==> src/rtl/fnd_page_ctrl.sv <==
// fnd_page_ctrl: page FSM/arbiter selecting the digit word for seven_segment_display,
// with edit-field blinking and a timed alert page.
module fnd_page_ctrl #(
    parameter int          BLINK_DIV   = 12800,
    parameter int          ALERT_TICKS = 10,
    parameter logic [23:0] ALERT_MSG   = 24'h112200
) (
    input  logic        clk,
    input  logic        rst,
    input  logic        tick,
    input  logic        mode_btn,
    input  logic        alert,
    input  logic        edit_active,
    input  logic [1:0]  edit_field,
    input  logic [23:0] time_disp,
    input  logic [23:0] alarm_disp,
    input  logic [23:0] sw_disp,
    output logic [23:0] display,
    output logic        blink,
    output logic [1:0]  page,
    output logic        alert_active
);
    typedef enum logic [1:0] {PG_TIME, PG_ALARM, PG_SW, PG_ALERT} page_t;
    page_t       state, state_n, saved, saved_n;
    logic [7:0]  acnt, acnt_n;
    logic [31:0] bcnt, bcnt_n;
    logic        hidden, hidden_n, edit_q, restart, wrap, blank_en;
    logic [1:0]  field_q;
    logic [23:0] src, disp_n;

    always_comb begin
        state_n = state;
        saved_n = saved;
        acnt_n  = acnt;
        if (state != PG_ALERT) begin
            if (alert) begin
                saved_n = state;
                state_n = PG_ALERT;
                acnt_n  = 8'(ALERT_TICKS);
            end else if (mode_btn)
                state_n = (state == PG_SW) ? PG_TIME : page_t'(state + 2'd1);
        end else if (alert)
            acnt_n = 8'(ALERT_TICKS);
        else if (mode_btn) begin
            state_n = saved;
            acnt_n  = '0;
        end else if (tick) begin
            acnt_n = acnt - 8'd1;
            if (acnt == 8'd1)
                state_n = saved;
        end
    end

    // a fresh edit always starts on the visible half so the user sees the digits first
    assign restart  = (edit_active & ~edit_q) | (edit_field != field_q);
    assign wrap     = bcnt == 32'(BLINK_DIV - 1);
    assign bcnt_n   = (restart | wrap) ? '0 : bcnt + 32'd1;
    assign hidden_n = restart ? 1'b0 : hidden ^ wrap;
    assign blank_en = edit_active && hidden_n && edit_field != 2'd3 &&
                      (state_n == PG_TIME || state_n == PG_ALARM);
    assign src = (state_n == PG_TIME)  ? time_disp  :
                 (state_n == PG_ALARM) ? alarm_disp :
                 (state_n == PG_SW)    ? sw_disp    : ALERT_MSG;

    always_comb begin
        disp_n = '0;
        for (int i = 0; i < 6; i++)
            disp_n[4*i+:4] = (src[4*i+:4] > 4'd12 ||
                              (blank_en && i / 2 == 2 - int'(edit_field))) ? 4'd0 : src[4*i+:4];
    end

    always_ff @(posedge clk or posedge rst) begin
        if (rst) begin
            state        <= PG_TIME;
            saved        <= PG_TIME;
            acnt         <= '0;
            bcnt         <= '0;
            hidden       <= 1'b0;
            edit_q       <= 1'b0;
            field_q      <= 2'd0;
            display      <= '0;
            page         <= 2'd0;
            blink        <= 1'b0;
            alert_active <= 1'b0;
        end else begin
            state        <= state_n;
            saved        <= saved_n;
            acnt         <= acnt_n;
            bcnt         <= bcnt_n;
            hidden       <= hidden_n;
            edit_q       <= edit_active;
            field_q      <= edit_field;
            display      <= disp_n;
            page         <= state_n;
            blink        <= state_n == PG_ALERT;
            alert_active <= state_n == PG_ALERT;
        end
    end
endmodule

==> config.mk <==
export PLATFORM = sky130hd
export DESIGN_NAME = fnd_page_ctrl
export DESIGN_NICKNAME = d
export VERILOG_FILES = /design/src/rtl/fnd_page_ctrl.sv
export SDC_FILE = /design/constraint.sdc
export NUM_CORES = 1
export LEC_CHECK = 0
export ABC_CLOCK_PERIOD_IN_PS = 3200
export CORE_UTILIZATION = 40
export CTS_BUF_LIST = sky130_fd_sc_hd__clkbuf_16
export CTS_CLUSTER_SIZE = 8
export DETAILED_ROUTE_END_ITERATION = 16
export PLACE_DENSITY_LB_ADDON = 0.1
export RECOVER_POWER = 25
export SLEW_MARGIN = 10
export SYNTH_ARGS = -nofsm -noshare
export SYNTH_HDL_FRONTEND = slang
export SYNTH_SLANG_ARGS = --single-unit
==> constraint.sdc <==
create_clock -name clk -period 3.2 [get_ports clk]
set_input_delay 0.48 -clock clk [delete_from_list [all_inputs] [get_ports clk]]
set_output_delay 0.48 -clock clk [all_outputs]
set_load 0.01 [all_outputs]
==> results of run 1 <==
state kept, by name (all words and copies together), names as in the netlist:
name	cells
acnt	8
alert_active	1
bcnt	32
display	24
edit_q	1
field_q	2
hidden	1
saved	2
state	2
cell type report:
class | instances | area [um^2] | area share
flip-flops and latches | 73 | 1830 | 0.331
clock inverters | 7 | 62.6 | 0.0113
inverters | 11 | 41.3 | 0.00748
multi-input cells | 286 | 2070 | 0.375
repair buffers | 112 | 1130 | 0.205
clock buffers | 9 | 225 | 0.0408
well taps | 133 | 166 | 0.0301
cells in the final DEF (no fill, tap or decap), types with 5 or more instances in the layout:
master / count
clkdlybuf4s50_1: 104
and3_1: 6
o21ai_0: 13
nand4_1: 5
nor4_1: 7
inv_1: 11
xnor2_1: 11
nor3_2: 7
nand3_1: 12
nor3_1: 21
a21oi_1: 16
or3_1: 7
mux2i_1: 20
nand2_1: 19
a2bb2oi_2: 20
clkbuf_16: 9
nor2_1: 54
xor2_1: 17
dfrtp_1: 73
power breakdown:
part	leakage (nW)	switching (mW)	total (mW)	internal [mW]
Clock	0.150	0.364	0.960	0.596
Combinational	1.21	0.418	0.928	0.511
Sequential	0.960	0.0717	1.10	1.03
Total	2.32	0.853	2.99	2.14
worst paths after layout:
check,startpoint,endpoint
worst max-delay path,bcnt[0],display[4]
worst min-delay path,bcnt[0],bcnt[0]
worst max register to register,bcnt[0],display[4]
worst min register to register,bcnt[0],bcnt[0]
max in group asynchronous,rst,bcnt[6]
min in group asynchronous,rst,acnt[2]
logic make-up after synthesis:
group	after synthesis
AO/OA/AOI/OAI	69
XOR/XNOR	28
adder cells (fa/ha/maj)	3
buffers and inverters	25
flip-flops	73
multiplexers	25
AND/OR/NAND/NOR	161
layer usage:
metal / track usage / wire [um] / up-vias
li1: - / - / 1590
met1: 0.242 / 4100 / 1486
met3: 0.0725 / 677 / 6
met4: 0.0659 / 74 / 0
met2: 0.311 / 4460 / 83
met5: 0 / 0 / -
metrics by stage:
stage	hold slack (ns)	instance area, um^2	instances	setup slack [ns]
floorplan	0.446	4050	384	0.857
global placement	0.480	5250	615	0.418
detailed placement	0.477	5250	615	0.300
CTS	0.493	5540	631	0.526
global route	0.505	5520	631	0.368
finish	0.489	5520	631	0.538
==> impl_metrics.json, run 1 <==
{
  "first_pass_iters": 4,
  "yosysMostFrequentCell": "dfrtp_1",
  "dp_hpwl_um": 6970,
  "final_hold_viol_count": 0,
  "synth_compound_area_frac": 0.155,
  "synth_seq_cells": 73,
  "grt-ovfl-total": 0,
  "ios": 108,
  "nets": 576,
  "finalSetupTns_ns": 0,
  "synthMuxAreaShare": 0.0667,
  "synth_area_leaders": "dfrtp_1 (45%), a2bb2oi_2 (7.4%), nor2_1 (5.0%)",
  "die_h_um": 103,
  "worst-r2r-setup-slack_ns": 0.54,
  "setup_violations": 0,
  "postSynthCellCount": 384,
  "post-route-period-util": 0.832,
  "synth_nets": 467,
  "slowest_delay_ns": 0.54,
  "cts_htree_levels": 3,
  "post-route-util": 0.565,
  "synth_fa_ha_area_frac": 0.00927,
  "start_kind": "flop",
  "cts_buffers": 9,
  "synth.distinct_cells": 52,
  "clock-sinks": 73,
  "layout-drive-gt1-share": 0.133,
  "drcViolationCount": 0,
  "fillCellCount": 900,
  "violations": "capacitance limit, slew limit",
  "slowest_stage": "or4_1",
  "cts-resized-gates": 0,
  "io_buffers": 107,
  "seq_area_frac_synth": 0.451,
  "cts_tree": "done",
  "rows": 36,
  "path_cells": "ha_1 > nand3_2 > or4_1 > nor3_2 > mux2i_2 > inv_1 > nand4b_1 > o21ai_1 > nor2_1",
  "synth.largest_area_cell": "dfrtp_1",
  "whs_path_depth": 1,
  "skew_ns": 0.00787,
  "die_area_mm2": 0.0105,
  "crit_buf_inv": 1,
  "worst-path-stages": 9,
  "ff2ff_path_depth": 9,
  "ctsHoldBuffers": 0,
  "crit_family": "simple AND/OR/NAND/NOR gates",
  "diodes": 0,
  "worst_slew_pin_slew_ns": 1.76,
  "clkSlewWorstSetupHoldPaths_ns": 0.06,
  "required_ns": 3.45,
  "synth-edff-count": 0,
  "maxSlewHeadroom": -0.173,
  "power_density_mw_per_mm2": 542,
  "ys.flop_type": "dfrtp_1",
  "synth_top_family_by_area": "simple AND/OR/NAND/NOR gates",
  "cp.arrival_ns": 2.92,
  "cts_setup_buffers": 0,
  "antenna_left": 0,
  "outcome": "finished with violations",
  "crit_fanout": 6,
  "rsz0062_at_grt": "false",
  "wl_per_cell_um": 14.7,
  "grt.total_usage": 0.195,
  "avgViaCountPerCell": 5.02,
  "grt_pass1_vias": 3237,
  "worstSetupPathType": "reg -> reg",
  "synth-async-reset-ratio": 1.00,
  "area_growth_pct": 36.4,
  "total_power_mw": 2.99,
  "grt_pass1_wl_um": 15300,
  "grt_max_degree": 74,
  "vias": 3165,
  "syn-mean-instance-area_um2": 10.5,
  "yosysWarnings": 0,
  "synth_xor_area_frac": 0.0606,
  "cp-end-kind": "flop",
  "yosys.area_share.simple": 0.219,
  "hold_class": "reg -> reg",
  "ir_worst_vdd_v": 0.000248,
  "drv_slew": 74,
  "max_cap_viol_count": 1,
  "fmax_ghz": 0.376,
  "synth_top_area_share": 0.451,
  "start_util": 0.414,
  "synth_area_mm2": 0.00405,
  "coreArea_mm2": 0.00977,
  "die_x_um": 103,
  "drt_iter0_markers": 139,
  "cts_buffer_depth": 2,
  "clk_latency_ns": 0.33,
  "antenna_found_initial": 0,
  "period_minus_slack_ns": 2.66,
  "gp_congestion": 0.859,
  "root_buffer": "clkbuf_16",
  "drt-total-wl_um": 9300,
  "synth_common_cells": "dfrtp_1 (73), nor2_1 (54), nor3_1 (21)",
  "power.leakage_nw": 2.32
}
No activity file was read; power rests on OpenSTA's default activity.
==> run 2, diff against run 1 <==
--- a/config.mk
+++ b/config.mk
@@ -5,7 +5,7 @@
 export SDC_FILE = /design/constraint.sdc
 export NUM_CORES = 1
 export LEC_CHECK = 0
-export ABC_CLOCK_PERIOD_IN_PS = 3200
+export ABC_CLOCK_PERIOD_IN_PS = 2200
 export CORE_UTILIZATION = 40
 export CTS_BUF_LIST = sky130_fd_sc_hd__clkbuf_16
 export CTS_CLUSTER_SIZE = 8
==> constraint.sdc (replaced) <==
create_clock -name clk -period 2.2 [get_ports clk]
set_input_delay 0.33 -clock clk [delete_from_list [all_inputs] [get_ports clk]]
set_output_delay 0.33 -clock clk [all_outputs]
set_load 0.01 [all_outputs]
==> run 2 against run 1 <==
Against the previous run:
- count of clock-buffer cells in the layout stayed put
- the run ends with setup timing left
- clock power is 34% higher
- final cell count is 10% higher
- non-clock buffer count is 65 higher
==> impl_metrics.json, run 2 (same netlist as run 1, synthesis figures left out) <==
{
  "outcome": "finished with violations",
  "violations": "setup timing",
  "largestRegisters": "bcnt: 32 flops, display: 24 flops, acnt: 8 flops",
  "cts_buffers": 9,
  "crit_buf_inv": 1,
  "slowest_stage": "a211o_4",
  "setup_violations": 24,
  "drv_slew": 0,
  "skew_ns": 0.00585,
  "final_hold_viol_count": 0,
  "start_util": 0.414,
  "required_ns": 2.45,
  "layout-drive-gt1-share": 0.282,
  "drt_iter0_markers": 118,
  "coreArea_mm2": 0.00977,
  "worst_slack_ns": -0.173,
  "drt-total-wl_um": 10600,
  "diodes": 0,
  "maxSlewHeadroom": 0.325,
  "drcViolationCount": 0,
  "power_density_mw_per_mm2": 735,
  "clkSlewWorstSetupHoldPaths_ns": 0.06,
  "rsz0062_at_grt": "true",
  "final_cell_mix": "clkdlybuf4s50_1 (104), dfrtp_1 (73), buf_4 (56)",
  "area_growth_pct": 57.1,
  "fillCellCount": 806,
  "grt_max_degree": 74,
  "dp_slack_ns": -0.342,
  "die_x_um": 103,
  "power.leakage_nw": 2.69,
  "cts_htree_levels": 3,
  "antenna_found_initial": 0,
  "holdWs_ns": 0.484,
  "dp_hpwl_um": 7470,
  "root_buffer": "clkbuf_16",
  "post_dp_cell_area_mm2": 0.00571,
  "rows": 36,
  "wl_per_cell_um": 15.3,
  "io_buffers": 107,
  "max_cap_viol_count": 0,
  "cts_buffer_depth": 2,
  "finalSetupTns_ns": -3.15,
  "grt.total_usage": 0.214,
  "vias": 3516,
  "ir_worst_vdd_v": 0.000402,
  "period_minus_slack_ns": 2.37,
  "gp_congestion": 0.817,
  "cp.arrival_ns": 2.63,
  "hold_class": "reg -> reg",
  "post-route-period-util": 1.08,
  "final_common_cell": "clkdlybuf4s50_1",
  "start_kind": "flop",
  "first_pass_iters": 4,
  "crit_family": "compound AO/OA/AOI/OAI gates",
  "cp-end-kind": "flop",
  "worst_slew_pin_slew_ns": 1.01,
  "die_h_um": 103,
  "multi_input_area_mm2": 0.00237,
  "crit_fanout": 7,
  "antenna_left": 0,
  "path_cells": "nor4_4 > a41oi_2 > a211o_4 > clkbuf_16 > mux2_2 > o22ai_2 > a21oi_1 > nor3_2",
  "slowest_delay_ns": 0.43,
  "register_area_mm2": 0.00183,
  "cts_tree": "done",
  "worstSetupPathType": "reg -> reg",
  "grt_pass1_vias": 3573,
  "grt-ovfl-total": 0,
  "ios": 108,
  "clock-sinks": 73,
  "avgViaCountPerCell": 5.05,
  "clk_latency_ns": 0.33,
  "die_area_mm2": 0.0105,
  "grt_pass1_wl_um": 17000,
  "post-route-cell-area_mm2": 0.00636,
  "post-route-util": 0.651,
  "fmax_ghz": 0.421,
  "nets": 641,
  "largest_register": "bcnt",
  "largest_reg_flops": 32
}
==> run 2: report_power, final <==
part	switching (mW)	internal, mW	leakage (nW)
logic	0.782	1.02	1.59
clock network	0.545	0.740	0.136
registers	0.0867	1.50	0.960
total	1.41	3.26	2.69
==> run 2: routing by layer <==
layer  vias up  share of wire  routed length (um)  track usage
li1       1725              -                   -            -
met1      1677           0.42                4480        0.258
met2        99           0.49                5230        0.356
met3        15          0.066                 701       0.0664
met4         0          0.020                 213       0.0835
met5         -              0                   0            0
==> run 2: path summary, 6_finish.rpt <==
check	slack, ns	cells after the start	to	from
worst max-delay path	-0.17	8	display[14]	acnt[3]
worst min-delay path	0.48	1	acnt[7]	acnt[7]
worst max register to register	-0.17	8	display[14]	acnt[3]
worst min register to register	0.48	1	acnt[7]	acnt[7]
max in group asynchronous	0.77	3	display[15]	rst
min in group asynchronous	0.79	3	acnt[3]	rst
==> run 2: worst reg2reg max path, cell delays in order, from the launching register on <==
cell and delay (ns):
dfrtp_1 0.40, nor4_4 0.35, a41oi_2 0.20, a211o_4 0.43, clkbuf_16 0.20, mux2_2 0.29, o22ai_2 0.16, a21oi_1 0.11
nor3_2 0.18
==> run 2: per-stage QoR <==
stage	std cells	power (mW)
2_1_floorplan	384	2.45
3_3_place_gp	672	3.11
3_5_place_dp	672	3.12
4_1_cts	692	4.52
5_1_grt	696	4.88
6_report	696	4.68
==> run 2: final cells by class <==
cell class,instances,area share
multi-input cells,286,0.372
flip-flops and latches,73,0.287
repair buffers,177,0.268
clock buffers,9,0.0354
well taps,133,0.0262
inverters,11,0.00649
clock inverters,7,0.00472
==> run 2: what timing repair did <==
action | in CTS | in global routing
resized for setup | 23 | 33
setup buffers | 3 | 3
endpoints found under the setup margin | 24 | 28
gates cloned | 1 | 1
pin swaps | 6 | 17
endpoints found under the hold margin | 0 | 0
hold buffers | 0 | 0
